**config.mk**
```make
export PLATFORM = sky130hd
export DESIGN_NAME = layer_sequencer
export DESIGN_NICKNAME = d
export VERILOG_FILES = /design/src/rtl/layer_sequencer.sv
export SDC_FILE = /design/constraint.sdc
export NUM_CORES = 1
export LEC_CHECK = 0
export CAP_MARGIN = 40
export CORE_ASPECT_RATIO = 1.4
export CORE_MARGIN = 2
export CORE_UTILIZATION = 35
export DETAILED_ROUTE_END_ITERATION = 10
export SKIP_LAST_GASP = 1
export SYNTH_ARGS = -nofsm -noshare
export SYNTH_HDL_FRONTEND = slang
export SYNTH_SLANG_ARGS = --single-unit
```
**constraint.sdc**
```tcl
create_clock -name clk -period 4.4 [get_ports clk]
set_input_delay 0.44 -clock clk [delete_from_list [all_inputs] [get_ports clk]]
set_output_delay 0.44 -clock clk [all_outputs]
set_load 0.1 [all_outputs]
```
**src/rtl/layer_sequencer.sv**
```systemverilog
// layer_sequencer: walks a per-layer engine-type table, issuing one start per layer and awaiting that engine's done.
module layer_sequencer #(
  parameter int MAX_LAYERS = 16,
  parameter int N_ENG      = 3,
  parameter int TIMEOUT    = 1024
) (
  input  logic                            clk,
  input  logic                            rst,
  input  logic                            cfg_we,
  input  logic [$clog2(MAX_LAYERS)-1:0]   cfg_addr,
  input  logic [1:0]                      cfg_type,
  input  logic [$clog2(MAX_LAYERS+1)-1:0] num_layers,
  input  logic                            run,
  output logic [N_ENG-1:0]                eng_start,
  input  logic [N_ENG-1:0]                eng_done,
  output logic [$clog2(MAX_LAYERS)-1:0]   cur_layer,
  output logic                            busy,
  output logic                            run_done,
  output logic                            err,
  output logic [1:0]                      err_code
);
  localparam int LW = $clog2(MAX_LAYERS);
  localparam int NW = $clog2(MAX_LAYERS+1);
  localparam int TW = $clog2(TIMEOUT);
  typedef enum logic [1:0] {IDLE, ISSUE, WAIT, FINISH} state_t;
  state_t state, state_n;
  logic [MAX_LAYERS-1:0][1:0] tbl;
  logic [LW-1:0] last, last_n, layer_n;
  logic [TW-1:0] timer, timer_n;
  logic err_n;
  logic [1:0] code_n, cur_type, nxt_type;
  logic [N_ENG-1:0] exp_done, start_n;
  assign cur_type = tbl[cur_layer];
  assign nxt_type = tbl[layer_n];
  assign exp_done = N_ENG'(1) << cur_type;
  // start is registered, so it is decoded from the layer about to enter ISSUE
  assign start_n  = (state_n == ISSUE && nxt_type != 2'd3) ? N_ENG'(1) << nxt_type : '0;
  always_comb begin
    state_n = state;
    layer_n = cur_layer;
    last_n  = last;
    timer_n = timer;
    err_n   = err;
    code_n  = err_code;
    case (state)
      IDLE: if (run) begin
        if (num_layers == '0) state_n = FINISH;
        else begin
          state_n = ISSUE;
          layer_n = '0;
          last_n  = (num_layers > NW'(MAX_LAYERS)) ? LW'(MAX_LAYERS-1) : LW'(num_layers - 1'b1);
          err_n   = 1'b0;
          code_n  = 2'd0;
        end
      end
      ISSUE: begin
        timer_n = '0;
        state_n = WAIT;
        if (cur_type == 2'd3) begin
          state_n = FINISH;
          err_n   = 1'b1;
          code_n  = 2'd1;
        end else if (|eng_done) begin
          state_n = FINISH;
          err_n   = 1'b1;
          code_n  = 2'd2;
        end
      end
      WAIT: begin
        timer_n = timer + 1'b1;
        if (|(eng_done & ~exp_done)) begin
          state_n = FINISH;
          err_n   = 1'b1;
          code_n  = 2'd2;
        end else if (|(eng_done & exp_done)) begin
          state_n = (cur_layer == last) ? FINISH : ISSUE;
          layer_n = (cur_layer == last) ? cur_layer : cur_layer + 1'b1;
        end else if (timer == TW'(TIMEOUT-1)) begin
          state_n = FINISH;
          err_n   = 1'b1;
          code_n  = 2'd3;
        end
      end
      default: state_n = IDLE;
    endcase
  end
  always_ff @(posedge clk or posedge rst) begin
    if (rst) begin
      state     <= IDLE;
      tbl       <= '0;
      cur_layer <= '0;
      last      <= '0;
      timer     <= '0;
      err       <= 1'b0;
      err_code  <= 2'd0;
      eng_start <= '0;
      busy      <= 1'b0;
      run_done  <= 1'b0;
    end else begin
      state     <= state_n;
      cur_layer <= layer_n;
      last      <= last_n;
      timer     <= timer_n;
      err       <= err_n;
      err_code  <= code_n;
      eng_start <= start_n;
      busy      <= state_n == ISSUE || state_n == WAIT;
      run_done  <= state_n == FINISH;
      if (cfg_we && !busy) tbl[cfg_addr] <= cfg_type;
    end
  end
endmodule

```
==> metrics.md, run 1 <==
| Metric | Value |
|---|---|
| Outcome | `completed` |
| Worst-path clk slew | `60 ps` |
| Setup Buffers After CTS | `0` |
| Synth async-reset ratio | `1.000` |
| Tot Pwr | `3.745 mW` |
| Crit-path slowest cell | `dfrtp_1` |
| Netlist cell types | `58` |
| CP dominant cell by count | `mux2i_1` |
| Total of max-cap violations | `0` |
| Crit-path cells | `mux2i_1 > a22oi_1 > a211o_2 > a221oi_2 > or3_1 > mux2i_2 > mux2i_1 > a2111oi_0 > o21ai_0 > a22oi_2 > and3b_1` |
| GR Util met3 | `0.04070` |
| Peak supply drop | `0.5297 mV` |
| Setup TNS | `0 ps` |
| Initial Util | `0.3608` |
| Clock Sinks | `60` |
| Final #Nets | `474` |
| Worst slew margin | `0.4543` |
| Comb power frac | `0.533` |
| Vias in the first global route | `3,259` |
| Initial antenna violation count | `0` |
| Largest net degree at the start of global routing | `36` |
| Footprint of the multi-input gates | `2280 µm²` |
| CP max stage delay | `870 ps` |
| GR Util met2 | `0.3197` |
| Crit start category | `flip-flop` |
| Count leader, synth | `dfrtp_1` |
| Final Slew Violations | `0` |
| Buf/Inv on CP | `0` |
| R2R depth | `11` |
| Number of synthesized flops with an enable pin | `0` |
| Cells after synthesis | `404` |
| CTS Buf Count | `9` |
| Post-DRT Antenna Nets | `0` |
| Routed WL | `10.48 mm` |
| Post-synth top area cell | `dfrtp_1` |
| Final GP Congestion | `0.9722` |
| Final min period | `4088 ps` |
| Met1 GRT Util | `0.1954` |
| Synth top cells by count | `60 x dfrtp_1, 43 x nand2_1, 35 x mux2_2` |
| GRT overflow | `0` |
| Hold Violations, Final | `0` |
| Switching Fraction | `0.4568` |
| Filler cell count | `1,074` |
| CTS tree | `yes` |
| Wire per inst | `17.74 µm` |
| Crit path from | `cur_layer[0]$_DFF_PP0_` |
| Pwr Density | `773.1 nW/µm²` |
| Max Fclk | `244.6 MHz` |
| Clock power frac | `0.190` |
| Arr. time, crit path | `4360 ps` |
| Largest delay share family, worst path | `compound AO/OA/AOI/OAI gates` |
| Post-Syn Area per Cell | `9.756 µm²` |
| Chip Width | `93.69 µm` |
| Dpl hpwl | `8.056 mm` |
| Clock Root Buffer | `clkbuf_16` |
| Clock Tree Buf Depth | `2` |
| # rows | `45` |
| CTS resizes | `0` |
| Vias | `3,326` |
| Number of I/O port buffers | `29` |
| R2r setup slk | `310 ps` |
| Main synth FF type | `dfrtp_1` |
| Hold-fix buffers, CTS | `0` |
| DR iter-0 viols | `218` |
| DRC viols | `0` |
| R2R Path End | `eng_start[0]$_DFF_PP0_` |
| Final period util | `0.9290` |
| Most crowded layer after global routing | `met2` |
| Syn nets | `433` |
| Netlist Area Pre-Place | `3941 µm²` |
| Layout cells sized above 1 | `0.1978` |
| RSZ-0062 raised after global routing | `false` |
| CP Data Required Time | `4670 ps` |
| I/O pin count | `30` |
| Chip height | `129.6 µm` |
| Core area | `10,920 µm²` |
| Leakage power | `2.056 nW` |
| WS Path Type | `reg2reg` |
| Hold crit path type | `in2async` |
| Worst-skew pair later-pin latency | `330 ps` |
| Tightest Pin Transition | `818.6 ps` |
| DR vias/cell | `5.628` |
| Area delta synth->final | `22.92%` |
| P_sw | `1.711 mW` |
| Worst setup EP type | `flip-flop` |
| Top-area cell type share of the netlist area | `0.3810` |
| Sequential share of the synthesized area | `0.3810` |
| First-pass DRT Iterations | `5` |
| Stages on the worst setup path | `11` |
| Cell internal pwr | `2.034 mW` |
| Worst r2r src | `cur_layer[0]$_DFF_PP0_` |
| GRT Util Overall | `0.1803` |
| H-tree levels | `3` |
| Ranking of synthesized cells by area | `dfrtp_1 38%, mux2_2 10%, mux2i_1 7.6%` |
| Final std cells w/o fill | `591` |
| CP max FO | `17` |
| Reg power frac | `0.278` |
| N_diodes | `0` |
| Yosys synthesis warning count | `0` |
| Placed cell count | `575` |
| Finish-stage setup viols | `0` |
| Global-route wire length before repair | `16.70 mm` |
| Sequential cell area | `1501 µm²` |
| DIE AREA | `12,140 µm²` |
| Clk_skew | `6.170 ps` |
| #FFs+latches synth | `60` |
-- final cells by class --
cell class	instances	share of cell area
Clock buffer	10	0.04933
Clock inverter	6	0.01317
Inverter	19	0.01472
Multi-Input combinational cell	310	0.4706
Sequential cell	60	0.3099
Tap cell	141	0.03642
Timing Repair Buffer	45	0.1059
-- cells by family (layout without fill, tap and decap cells) --
group / after synthesis / count (layout) / share of synthesized area
DFF: 60 / 60 / 0.3810
buffers and inverters: 34 / 80 / 0.04063
AOI/OAI and AO/OA: 72 / 72 / 0.1489
xor gates and xnor gates: 9 / 9 / 0.02000
and+or+nand+nor: 150 / 150 / 0.1883
muxes: 68 / 68 / 0.1863
adders and majority gates: 11 / 11 / 0.03492
-- worst register-to-register path: stages (launching register included) --
cell       delay (ps)
dfrtp_1           870
mux2i_1           320
a22oi_1           140
a211o_2           410
a221oi_2          400
or3_1             330
mux2i_2           440
mux2i_1           120
a2111oi_0         420
o21ai_0           200
a22oi_2           190
and3b_1           180
-- metrics by stage --
stage	cell area (µm²)	utilization	hold WS (ps)	setup slack [ps]
after floorplan	3941	-	477.6	408.7
after global placement	4349	0.3982	491.2	426.7
after detailed placement	4542	0.4158	496.5	415.7
after CTS	4845	0.4435	506.3	376.8
after global routing	4845	0.4435	526.9	17.94
final	4845	0.4435	488.2	312.3
-- per-layer routing --
layer	wire, µm	up-vias
met5	0	-
met4	485	0
met3	400	29
met2	5552	85
met1	4045	1640
li1	-	1572
-- how the worst max path moves through the flow --
| stage | to | slack [ps] |
|---|---|---|
| 5_1_grt | eng_start[0]$_DFF_PP0_ | 20 |
| 2_1_floorplan | eng_start[0]$_DFF_PP0_ | 410 |
| 3_3_place_gp | eng_start[0]$_DFF_PP0_ | 430 |
| 6_report | eng_start[0]$_DFF_PP0_ | 310 |
| 3_5_place_dp | eng_start[0]$_DFF_PP0_ | 420 |
| 4_1_cts | eng_start[0]$_DFF_PP0_ | 380 |
-- power by group through the flow --
| stage | sequential (mW) | combinational, mW | clock [mW] |
|---|---|---|---|
| 2_1_floorplan | 1.15 | 1.24 | 0 |
| 3_3_place_gp | 1.04 | 1.81 | 0 |
| 3_5_place_dp | 1.04 | 1.98 | 0 |
| 4_1_cts | 1.03 | 1.99 | 0.728 |
| 5_1_grt | 1.05 | 2.16 | 0.752 |
| 6_report | 1.04 | 2.00 | 0.710 |
-- cells in the final DEF (no fill, tap or decap), drive strengths merged, types with 4 or more instances in the layout --
cell,instances
nor2,28
clkdlybuf4s50,29
mux2,37
inv,19
ha,11
a31oi,5
nor3,8
nand3,16
a21oi,8
mux2i,31
and3,8
a221oi,6
nand2b,4
nand2,44
xnor2,4
o211ai,6
o21ai,14
a22oi,8
xor2,5
buf,16
dfrtp,60
nor2b,11
clkbuf,10
nand4,17
a2111oi,6
-- sequential cells by signal, summed over array words and instances (netlist names) --
register   count
busy           1
cur_layer      4
eng_start      3
err            1
err_code       2
last           4
run_done       1
state          2
tbl           32
timer         10
No activity file was read; power rests on OpenSTA's default activity.
==> inputs of run 2 (changes only) <==
MAX_ROUTING_LAYER = met4   (was unset)
==> run 2 against run 1 <==
Against the previous run: via count fell by 2.3%; critical path depth did not move; flip-flop and latch count stayed put; final area is 0.54% lower; clock skew increased by 4.1 ps.
==> metrics.md, run 2 (synthesis results as in run 1) <==
| Metric | Value |
|---|---|
| Outcome | `completed` |
| Chip Width | `93.69 µm (unchanged)` |
| Biggest register | `tbl` |
| Vias | `3,248 (-2.3%)` |
| Core area | `10,920 µm² (unchanged)` |
| Wire per inst | `17.54 µm (-1.1%)` |
| Filler cell count | `1,066 (-0.74%)` |
| Chip height | `129.6 µm (unchanged)` |
| Post-DRT Antenna Nets | `0 (unchanged)` |
| Total of max-cap violations | `0 (unchanged)` |
| GRT overflow | `0 (unchanged)` |
| Top Registers | `tbl x32, timer x10` |
| Largest net degree at the start of global routing | `50 (+39%)` |
| Number of I/O port buffers | `29 (unchanged)` |
| WS Path Type | `reg2reg` |
| Tightest Pin Transition | `816.5 ps (-2.083 ps)` |
| Sequential cell area | `1501 µm² (unchanged)` |
| Clk_skew | `10.32 ps (+4.146 ps)` |
| Area delta synth->final | `22.25%` |
| Final min period | `4099 ps (+10.90 ps)` |
| Crit start category | `flip-flop` |
| Initial antenna violation count | `0 (unchanged)` |
| Clock Root Buffer | `clkbuf_16` |
| Setup TNS | `0 ps (unchanged)` |
| DRC viols | `0 (unchanged)` |
| GRT Util Overall | `0.1873 (+0.007022)` |
| DR vias/cell | `5.496 (-2.3%)` |
| CP max FO | `17 (unchanged)` |
| Tot Pwr | `3.664 mW (-2.2%)` |
| CTS resizes | `0 (unchanged)` |
| Final period util | `0.9315 (+0.002478)` |
| Worst-path clk slew | `60 ps (about the same)` |
| Final Instance Area | `4818 µm² (-0.54%)` |
| Routed WL | `10.37 mm (-1.1%)` |
| Footprint of the multi-input gates | `2280 µm² (unchanged)` |
| I/O pin count | `30 (unchanged)` |
| Dpl hpwl | `7.930 mm (-1.6%)` |
| Setup Buffers After CTS | `0 (unchanged)` |
| N_diodes | `0 (unchanged)` |
| R2R depth | `11 (unchanged)` |
| Leakage power | `2.043 nW (-0.62%)` |
| First-pass DRT Iterations | `4 (-1)` |
| Hold crit path type | `in2async` |
| CTS tree | `yes` |
| Clock Sinks | `60 (unchanged)` |
| Final Slew Violations | `0 (unchanged)` |
| Pwr Density | `760.4 nW/µm² (-1.6%)` |
| Max Fclk | `244.0 MHz (-0.27%)` |
| Final GP Congestion | `0.9881 (+1.6%)` |
| CTS Buf Count | `9 (unchanged)` |
| Peak supply drop | `0.6086 mV (+15%)` |
| Final #Nets | `474 (unchanged)` |
| Max reg flops | `32 (unchanged)` |
| RSZ-0062 raised after global routing | `false` |
| H-tree levels | `3 (unchanged)` |
| Layout cells sized above 1 | `0.1978 (unchanged)` |
| Arr. time, crit path | `4380 ps (+20 ps)` |
| Finish-stage setup viols | `0 (unchanged)` |
| # rows | `45 (unchanged)` |
| Hold-fix buffers, CTS | `0 (unchanged)` |
| Clock Tree Buf Depth | `2 (unchanged)` |
| Global-route wire length before repair | `16.95 mm (+1.5%)` |
| Placed Area | `4542 µm² (unchanged)` |
| DR iter-0 viols | `207 (-5.0%)` |
| DIE AREA | `12,140 µm² (unchanged)` |
| Vias in the first global route | `3,234 (-0.77%)` |
| Most frequent cells in the layout | `60 x dfrtp_1, 43 x nand2_1, 35 x mux2_2` |
| Worst slew margin | `0.4557 (+0.001388)` |
| Worst setup EP type | `flip-flop` |
| Hold Violations, Final | `0 (unchanged)` |
| Worst-skew pair later-pin latency | `340 ps (about the same)` |
| Commonest non-fill, non-tap cell in the layout | `dfrtp_1` |
| CP Data Required Time | `4680 ps (about the same)` |
| Initial Util | `0.3608 (unchanged)` |
==> run 2: cell count changes in the layout (fill, tap and decap cells not counted), sizes merged <==
cell,change
clkinv,+1
inv,+1
bufinv,-1
clkbuf,-1
==> run 2: final timing paths <==
| path | endpoint | startpoint | slack, ps |
|---|---|---|---|
| min in group clk | timer[0]$_DFFE_PP0P_ | timer[0]$_DFFE_PP0P_ | 500 |
| hold reg to reg | timer[0]$_DFFE_PP0P_ | timer[0]$_DFFE_PP0P_ | 500 |
| setup reg to reg | eng_start[0]$_DFF_PP0_ | cur_layer[0]$_DFF_PP0_ | 300 |
| max in group asynchronous | tbl[20]$_DFFE_PP0P_ | rst | 3160 |
| hold / removal | tbl[17]$_DFFE_PP0P_ | rst | 350 |
| setup / recovery | eng_start[0]$_DFF_PP0_ | cur_layer[0]$_DFF_PP0_ | 300 |
==> run 2: metal layers <==
layer	up-vias	track usage	share of wire
met5	-	-	0
met4	0	0.09719	0.043
met3	24	0.02849	0.029
met2	71	0.3261	0.53
met1	1582	0.2052	0.40
li1	1571	-	-
==> run 2: power by group <==
| group | switching [mW] | total (mW) | internal (mW) |
|---|---|---|---|
| registers | 0.283 | 1.04 | 0.753 |
| logic | 1.16 | 1.98 | 0.826 |
| clock network | 0.265 | 0.647 | 0.382 |
| total | 1.70 | 3.66 | 1.96 |
==> run 2: critical path, stage by stage (launching register included) <==
cell and delay [ps]:
dfrtp_1 870, mux2i_1 170, a22o_1 300, or4_4 500, a221oi_4 330, or3_1 320, mux2i_2 450, mux2i_1 130
a2111oi_0 420, o21ai_0 190, a22oi_2 180, and3b_1 170
==> run 2: final cells by class <==
type | count | area share
Sequential cell | 60 | 0.3116
Tap cell | 141 | 0.03661
Multi-Input combinational cell | 310 | 0.4731
Timing Repair Buffer | 45 | 0.1065
Clock inverter | 7 | 0.01065
Inverter | 19 | 0.01480
Clock buffer | 9 | 0.04674
==> run 2: stage by stage <==
stage	hold WS (ps)	setup WS, ps	util	cells
3_3_place_gp	492.3	465.2	0.3982	563
4_1_cts	350.8	398.9	0.4411	591
5_1_grt	357.5	49.70	0.4411	591
6_report	347.0	301.4	0.4411	591
2_1_floorplan	477.6	408.7	-	404
3_5_place_dp	495.6	416.4	0.4158	575
